<file path="config.mk">
export PLATFORM = sky130hd
export DESIGN_NAME = regfile_scoreboard
export DESIGN_NICKNAME = d
export VERILOG_FILES = /design/src/rtl/regfile_pkg.sv /design/src/rtl/regfile_read_port.sv /design/src/rtl/regfile_scoreboard.sv
export SDC_FILE = /design/constraint.sdc
export NUM_CORES = 1
export LEC_CHECK = 0
export ABC_AREA = 1
export CAP_MARGIN = 20
export CORE_ASPECT_RATIO = 0.9
export CORE_MARGIN = 5
export CORE_UTILIZATION = 58
export CTS_BUF_LIST = sky130_fd_sc_hd__clkbuf_16
export CTS_CLUSTER_DIAMETER = 150
export DETAILED_ROUTE_END_ITERATION = 6
export GPL_TIMING_DRIVEN = 0
export HOLD_SLACK_MARGIN = 0.15
export PLACE_DENSITY = 0.86
export RECOVER_POWER = 100
export SLEW_MARGIN = 20
export SYNTH_ARGS = -nofsm -noshare
export SYNTH_HDL_FRONTEND = slang
export SYNTH_HIERARCHICAL = 1
export SYNTH_SLANG_ARGS = --single-unit
</file>
<file path="constraint.sdc">
create_clock -name i_clk -period 2.1 [get_ports i_clk]
set_input_delay 0.42 -clock i_clk [delete_from_list [all_inputs] [get_ports i_clk]]
set_output_delay 0.42 -clock i_clk [all_outputs]
set_load 0.1 [all_outputs]
</file>
<file path="src/rtl/regfile_pkg.sv">
// Shared defaults, typedefs and the address-validity helper for the register file.
package regfile_pkg;

  localparam int DEF_DATA_W   = 8;
  localparam int DEF_NUM_REGS = 8;
  localparam int DEF_NUM_RD   = 2;
  localparam int DEF_BYPASS   = 1;
  localparam int DEF_ADDR_W   = $clog2(DEF_NUM_REGS);

  // R0 is hard-wired to zero: never written, never reserved.
  localparam int unsigned ZERO_REG = 0;

  typedef logic [DEF_ADDR_W-1:0] addr_t;
  typedef logic [DEF_DATA_W-1:0] data_t;

  // True when an address names a real, writable register. Compared at 32 bits
  // so the range test stays meaningful when NUM_REGS is not a power of two.
  function automatic logic reg_addr_ok(input int unsigned addr, input int unsigned num_regs);
    return (addr != ZERO_REG) && (addr < num_regs);
  endfunction

endpackage

</file>
<file path="src/rtl/regfile_read_port.sv">
// One combinational read port: address mux over the storage array, busy lookup,
// and same-cycle write forwarding (port B wins over port A).
module regfile_read_port
  import regfile_pkg::*;
#(
  parameter int DATA_W   = DEF_DATA_W,
  parameter int NUM_REGS = DEF_NUM_REGS,
  parameter int ADDR_W   = $clog2(NUM_REGS),
  parameter int BYPASS   = DEF_BYPASS
) (
  input  logic [ADDR_W-1:0]                i_addr,
  input  logic [NUM_REGS-1:0][DATA_W-1:0]  i_regs,
  input  logic [NUM_REGS-1:0]              i_busy,
  input  logic                             i_wa_acc,
  input  logic [ADDR_W-1:0]                i_wa_addr,
  input  logic [DATA_W-1:0]                i_wa_data,
  input  logic                             i_wb_acc,
  input  logic [ADDR_W-1:0]                i_wb_addr,
  input  logic [DATA_W-1:0]                i_wb_data,
  output logic [DATA_W-1:0]                o_data,
  output logic                             o_busy
);

  logic w_valid;
  logic w_hit_a;
  logic w_hit_b;

  assign w_valid = reg_addr_ok(32'(i_addr), NUM_REGS);
  // Accept flags already include enable, reset and address range.
  assign w_hit_a = (BYPASS != 0) && i_wa_acc && (i_wa_addr == i_addr);
  assign w_hit_b = (BYPASS != 0) && i_wb_acc && (i_wb_addr == i_addr);

  // Select forwarded or stored data; a forwarded value is by definition not pending.
  always_comb begin
    o_data = '0;
    o_busy = 1'b0;
    if (w_valid) begin
      if (w_hit_b) begin
        o_data = i_wb_data;
      end else if (w_hit_a) begin
        o_data = i_wa_data;
      end else begin
        o_data = i_regs[i_addr];
        o_busy = i_busy[i_addr];
      end
    end
  end

endmodule

</file>
<file path="src/rtl/regfile_scoreboard.sv">
// Register file with two write ports, NUM_RD combinational read ports and a
// per-register busy scoreboard used by issue to track pending producers.
module regfile_scoreboard
  import regfile_pkg::*;
#(
  parameter int DATA_W   = DEF_DATA_W,
  parameter int NUM_REGS = DEF_NUM_REGS,
  parameter int NUM_RD   = DEF_NUM_RD,
  parameter int BYPASS   = DEF_BYPASS,
  parameter int ADDR_W   = $clog2(NUM_REGS)
) (
  input  logic                       i_clk,
  input  logic                       i_rst_n,
  input  logic                       i_enable,
  input  logic                       i_wa_en,
  input  logic [ADDR_W-1:0]          i_wa_addr,
  input  logic [DATA_W-1:0]          i_wa_data,
  input  logic                       i_wb_en,
  input  logic [ADDR_W-1:0]          i_wb_addr,
  input  logic [DATA_W-1:0]          i_wb_data,
  input  logic                       i_iss_en,
  input  logic [ADDR_W-1:0]          i_iss_addr,
  input  logic [NUM_RD*ADDR_W-1:0]   i_rd_addr,
  output logic [NUM_RD*DATA_W-1:0]   o_rd_data,
  output logic [NUM_RD-1:0]          o_rd_busy,
  output logic [NUM_REGS-1:0]        o_busy_vec
);

  logic [NUM_REGS-1:0][DATA_W-1:0] r_regs;
  logic [NUM_REGS-1:0]             r_busy;

  logic w_wa_acc;
  logic w_wb_acc;
  logic w_iss_ok;

  // Reset is folded in so nothing is forwarded to the read ports while it is held.
  assign w_wa_acc = i_rst_n & i_enable & i_wa_en & reg_addr_ok(32'(i_wa_addr), NUM_REGS);
  assign w_wb_acc = i_rst_n & i_enable & i_wb_en & reg_addr_ok(32'(i_wb_addr), NUM_REGS);
  assign w_iss_ok = i_iss_en & reg_addr_ok(32'(i_iss_addr), NUM_REGS);

  // Register storage; B overrides A on an address collision, R0 stays at its reset zero.
  always_ff @(posedge i_clk or negedge i_rst_n) begin
    if (!i_rst_n) begin
      r_regs <= '0;
    end else begin
      for (int r = 1; r < NUM_REGS; r++) begin
        if (w_wb_acc && (i_wb_addr == ADDR_W'(r))) begin
          r_regs[r] <= i_wb_data;
        end else if (w_wa_acc && (i_wa_addr == ADDR_W'(r))) begin
          r_regs[r] <= i_wa_data;
        end
      end
    end
  end

  // Scoreboard: a new reservation beats a retiring write on the same edge.
  always_ff @(posedge i_clk or negedge i_rst_n) begin
    if (!i_rst_n) begin
      r_busy <= '0;
    end else if (i_enable) begin
      for (int r = 1; r < NUM_REGS; r++) begin
        if (w_iss_ok && (i_iss_addr == ADDR_W'(r))) begin
          r_busy[r] <= 1'b1;
        end else if ((w_wa_acc && (i_wa_addr == ADDR_W'(r))) ||
                     (w_wb_acc && (i_wb_addr == ADDR_W'(r)))) begin
          r_busy[r] <= 1'b0;
        end
      end
    end
  end

  assign o_busy_vec = r_busy;

  for (genvar k = 0; k < NUM_RD; k++) begin : g_rd
    regfile_read_port #(
      .DATA_W   (DATA_W),
      .NUM_REGS (NUM_REGS),
      .ADDR_W   (ADDR_W),
      .BYPASS   (BYPASS)
    ) u_rd (
      .i_addr    (i_rd_addr[k*ADDR_W +: ADDR_W]),
      .i_regs    (r_regs),
      .i_busy    (r_busy),
      .i_wa_acc  (w_wa_acc),
      .i_wa_addr (i_wa_addr),
      .i_wa_data (i_wa_data),
      .i_wb_acc  (w_wb_acc),
      .i_wb_addr (i_wb_addr),
      .i_wb_data (i_wb_data),
      .o_data    (o_rd_data[k*DATA_W +: DATA_W]),
      .o_busy    (o_rd_busy[k])
    );
  end

endmodule
</file>
* After elaboration in Yosys (flattened, before gate mapping)
Cells that the tools add are included.
** Word-level totals
- Bits in registers :: 63
- Input bits :: 37
- Output and inout bits :: 26
- Word-level logic and storage cells :: 153
** Operators by class
- Order comparisons :: 2
- Eq/ne operators :: 25
- Muxes and demuxes :: 48
- Bitwise logic cells :: 6
- Reduce and logical (&&, ||, !) cells :: 58
** Operators by type and width (number)
- $mux 8 :: 22
- $bmux 8 s3 :: 2
- $eq 3x3->1 const B :: 12
- $reduce_bool 2->1 :: 14
- $logic_and 1x1->1 :: 25
- $mux 1 :: 22
- $eq 3x2->1 const B :: 6
- $reduce_bool 3->1 :: 5
- $reduce_and 2->1 :: 7
- $eq 3x3->1 :: 4
- $eq 3x1->1 const B :: 3
- $lt 3x4->1 const B :: 2
- $logic_or 1x1->1 :: 7
- $and 1x1->1 :: 6
- $bmux 1 s3 :: 2

* Depth between registers and ports, before layout
- Depth in word-level cells :: 7
- Mapped depth :: 10
- Gate-level depth less buffers :: 9

* Modules after synthesis
Netlist, hierarchy kept.
** By module, submodules not included
- regfile_scoreboard :: times used 1, cells an instance 497, area an instance 3593.4 µm², sequential area each 1576.5 µm²
- regfile_read_port :: times used 2, cells an instance 242, area an instance 1174.9 µm², sequential area each 0.0 µm²

* Worst setup path after synthesis
No wires, ideal clock.
- Path type :: input -> output
- Start :: input i_wb_en
- End :: output o_rd_busy[0]
- Arrival time :: 3.353 ns
- Required time :: 1.680 ns
- Slack :: -1.673 ns
- Stages :: 8
- Path buffers :: 1
- Cell sequence :: nand3_4 clkbuf_1 a21oi_1 o21ai_1 nor2_4 nand2_4 nand3_1 nor3_1
** Between the ends
- Longest elaborated chain between the ends :: 5
** RTL lines
- start: declaration :: line regfile_scoreboard.sv:18 : input logic i_wb_en,
- $and 1x1->1 (2 in series) :: line regfile_scoreboard.sv:38 : assign w_wb_acc = i_rst_n & i_enable & i_wb_en & reg_addr_ok(32'(i_wb_addr), NUM_REGS);
- via w_wb_acc :: line regfile_scoreboard.sv:33 : logic w_wb_acc;
- $logic_and 1x1->1 :: line regfile_read_port.sv:31 : assign w_hit_b = (BYPASS != 0) && i_wb_acc && (i_wb_addr == i_addr);
- $mux 1 :: line regfile_read_port.sv:38 : if (w_hit_b) begin
- $mux 1 :: line regfile_read_port.sv:37 : if (w_valid) begin
- end: declaration :: line regfile_scoreboard.sv:25 : output logic [NUM_RD-1:0] o_rd_busy,
The timed path passes the listed nets, and every way through them passes these cells.

* Worst setup path after layout
- Start :: input i_rst_n
- End :: output o_rd_data[5]
** Between the ends
- Longest elaborated chain between the ends :: 7
- Elaborated cells between the ends (all ways) :: 10
- Classes of those cells :: 3 x mux; 5 x bitwise; 2 x reduce/logical
** RTL lines
- start: declaration :: line regfile_scoreboard.sv:13 : input logic i_rst_n,
- $and 1x1->1 (3 in series) :: line regfile_scoreboard.sv:37 : assign w_wa_acc = i_rst_n & i_enable & i_wa_en & reg_addr_ok(32'(i_wa_addr), NUM_REGS);
- via w_wa_acc :: line regfile_scoreboard.sv:32 : logic w_wa_acc;
- $logic_and 1x1->1 :: line regfile_read_port.sv:30 : assign w_hit_a = (BYPASS != 0) && i_wa_acc && (i_wa_addr == i_addr);
- $mux 8 :: line regfile_read_port.sv:40 : end else if (w_hit_a) begin
- $mux 8 :: line regfile_read_port.sv:38
- $mux 8 :: line regfile_read_port.sv:37
- end: declaration :: line regfile_scoreboard.sv:24 : output logic [NUM_RD*DATA_W-1:0] o_rd_data,
The timed path passes the listed nets, and every way through them passes these cells.

==> impl_metrics.json <==
{
  "synth.cell_area_um2": 5940,
  "core_area_um2": 10100,
  "syn_inst": 981,
  "die_y_um": 106,
  "n_fill_cell": 757,
  "status": "complete, but fails checks",
  "path_class": "primary input to output port",
  "mostFrequentLayoutCell": "nand2_1",
  "grt_pass1_wl_um": 39200,
  "cp.arrival_ns": 1.84,
  "register_area_um2": 1590,
  "min_period_ns": 2.26,
  "worst_pin_slew_ns": 0.974,
  "clkSinkCount": 63,
  "power.share.switching": 0.436,
  "io_pins": 63,
  "setup.worst_path.start_class": "primary input",
  "slew_headroom": 0.351,
  "switching_power_mw": 2.64,
  "gr-usage-met2": 0.604,
  "power_frac_clock": 0.275,
  "top_usage_layer": "met2",
  "dpl.hpwl_um": 16200,
  "wl_per_cell_um": 20.7,
  "dr.pass1.iters": 7,
  "synth_seq_cells": 63,
  "hold_viol": 0,
  "p_leak_nw": 4.16,
  "dieArea_um2": 12400,
  "multi_input_area_um2": 4350,
  "r2r_start": "o_busy_vec[4]",
  "fmax_mhz": 442,
  "cts_max_path_buffers": 2,
  "p_comb_frac": 0.426,
  "dieWidth_um": 117,
  "grt_max_degree": 38,
  "vias_per_cell": 6.21,
  "violations": "design-rule violations, negative setup slack",
  "power_density_nw_per_um2": 755,
  "dr_total_vias": 7698,
  "drc": 36,
  "cts_made_buffers": 9,
  "finalSetupViolCount": 18,
  "rsz0062_at_grt": "yes",
  "grt_pass1_vias": 7378,
  "r2r_cells": 2,
  "nets": 1142,
  "drv_slew": 0,
  "gp_congestion": 1.02,
  "end_kind": "output port",
  "fin_worst_skew_ns": 0,
  "pre_cts_ws_ns": -2.01,
  "synth.distinct_cells": 31,
  "clk_latency_ns": 0.34,
  "area_growth_pct": 35.1,
  "worst-path-max-fanout": 5,
  "final_core_util": 0.794,
  "cap_violations": 0,
  "pwr-share-seq": 0.299,
  "floorplan.initialDensity": 0.588,
  "use_met1": 0.525,
  "antenna_cells": 0,
  "grt_use_met3": 0.113,
  "clkTransAtPathRegs_ns": 0.06,
  "totalWireLength_um": 25600,
  "seq_area_frac_synth": 0.265,
  "cts_root_buffer": "clkbuf_16",
  "layout_common_cells": "481 x nand2_1, 170 x nand3_1, 56 x dfrtp_1",
  "cp_data_required_time_ns": 1.68,
  "drtIter0Drc": 1220,
  "worst_slack_ns": -0.164,
  "layout-drive-gt1-share": 0.232,
  "rows": 35,
  "internal-power_mw": 3.42,
  "irDropWorstVdd_mv": 0.532,
  "gr-total-overflow": 0,
  "reg2reg_to": "o_busy_vec[4]",
  "ys_warn_count": 24,
  "antenna_found_initial": 0,
  "postRouteAntennaNets": 0,
  "track_usage": 0.415,
  "fin_crit_sh": 1.08,
  "reg2reg_setup_slack_ns": 1.38,
  "io_buffers": 59,
  "h-tree-depth": 3,
  "hold_class": "primary input to asynchronous set/reset pin",
  "cts_tree": "done",
  "postSynthAreaPerCell_um2": 6.06
}
## metal layers
metal	vias up	share of wire
met1	3463	0.35
met2	674	0.41
met4	2	0.088
met5	-	0.0021
met3	180	0.15
li1	3379	-
## critical path, stage by stage
cell and delay (ns):
buf_16 0.10, nand2_8 0.06, nor2_8 0.11, o21a_1 0.18, nand2_2 0.13, nor2_4 0.25
nand3_2 0.11, nand2_2 0.10, inv_2 0.04, a21oi_4 0.15, buf_12 0.19
## synthesized netlist by cell type
master / n / area [um2]
inv_1: 55 / 206
o21a_1: 1 / 7.51
nor2_2: 4 / 25.0
nor3_1: 4 / 20.0
nand3b_1: 16 / 120
dfrtp_1: 63 / 1580
buf_8: 2 / 30.0
nor2_4: 10 / 113
nor2_1: 7 / 26.3
inv_2: 9 / 33.8
buf_2: 18 / 90.1
o21ai_1: 16 / 80.1
clkinv_2: 1 / 5.00
inv_4: 2 / 12.5
buf_6: 9 / 101
nand2_1: 500 / 1880
nand3_4: 2 / 35.0
o21ai_0: 5 / 25.0
buf_4: 4 / 30.0
nand3_2: 6 / 60.1
nor2_8: 6 / 120
xor2_1: 2 / 17.5
o21bai_1: 8 / 60.1
nand3_1: 190 / 951
conb_1: 1 / 3.75
nand2_4: 14 / 158
clkinv_1: 1 / 3.75
clkbuf_1: 2 / 7.51
a21oi_1: 13 / 65.1
nand2_2: 2 / 12.5
a21oi_2: 8 / 70.1
## what timing repair did
item / in CTS / in global routing
buffers inserted: 25 / 1
pin swaps: 56 / 10
hold buffers: 2 / 0
cloned: 8 / 0
resized for setup: 324 / 19
setup endpoints to repair: 25 / 18
hold endpoints to repair: 26 / 0
## metrics by stage
| step | hold slack (ns) | cells | TNS [ns] | instance area, um2 | power (mW) |
|---|---|---|---|---|---|
| 6_report | 0.430 | 1239 | -2.23 | 8030 | 6.06 |
| 5_1_grt | 0.521 | 1239 | -3.03 | 8030 | 6.25 |
| 4_1_cts | 0.156 | 1238 | -1.19 | 8050 | 5.95 |
| 3_5_place_dp | 0.395 | 1188 | -47.18 | 7010 | 4.06 |
| 3_3_place_gp | 0.484 | 1187 | -352.61 | 6990 | 4.01 |
| 2_1_floorplan | 0.124 | 999 | -4.18 | 6240 | 3.39 |
## power by group through the flow
| stage | registers, mW | logic (mW) | clock network, mW |
|---|---|---|---|
| global placement | 1.81 | 2.21 | 0 |
| CTS | 1.79 | 2.51 | 1.65 |
| detailed placement | 1.81 | 2.25 | 0 |
| finish | 1.81 | 2.58 | 1.66 |
| global route | 1.83 | 2.72 | 1.70 |
| floorplan | 1.96 | 1.44 | 0 |
## cell families (layout without fill, tap and decap cells)
kind of cell / count (synthesis) / in the layout / share of synthesized area
other: 1 / 19 / 0.000631
flip-flops: 63 / 63 / 0.265
buffers and inverters: 103 / 207 / 0.0876
AND/OR/NAND/NOR: 761 / 768 / 0.592
XOR/XNOR: 2 / 2 / 0.00295
AO/OA/AOI/OAI: 51 / 51 / 0.0518
## layout make-up
cell class / instances / share of cell area
well taps: 129 / 0.0201
plain buffers: 34 / 0.0422
flip-flops and latches: 63 / 0.197
clock inverters: 7 / 0.0120
multi-input cells: 840 / 0.542
repair buffers: 89 / 0.125
inverters: 68 / 0.0340
clock buffers: 9 / 0.0281
## state kept, by name (all words and copies together), names as in the netlist
register and count:
o_busy_vec 7, r_regs 56
## worst max path at each step
stage,startpoint,endpoint,slack (ns),depth (start not counted)
after detailed placement,i_enable,o_rd_data[3],-2.01,11
after global routing,i_rst_n,o_rd_data[5],-0.21,11
final,i_rst_n,o_rd_data[5],-0.16,11
after floorplan,i_enable,o_rd_busy[0],-0.25,8
after global placement,i_rst_n,o_rd_data[3],-4.55,11
after CTS,i_rst_n,o_rd_data[3],-0.1,11
Power figures use the tool's default switching activity.
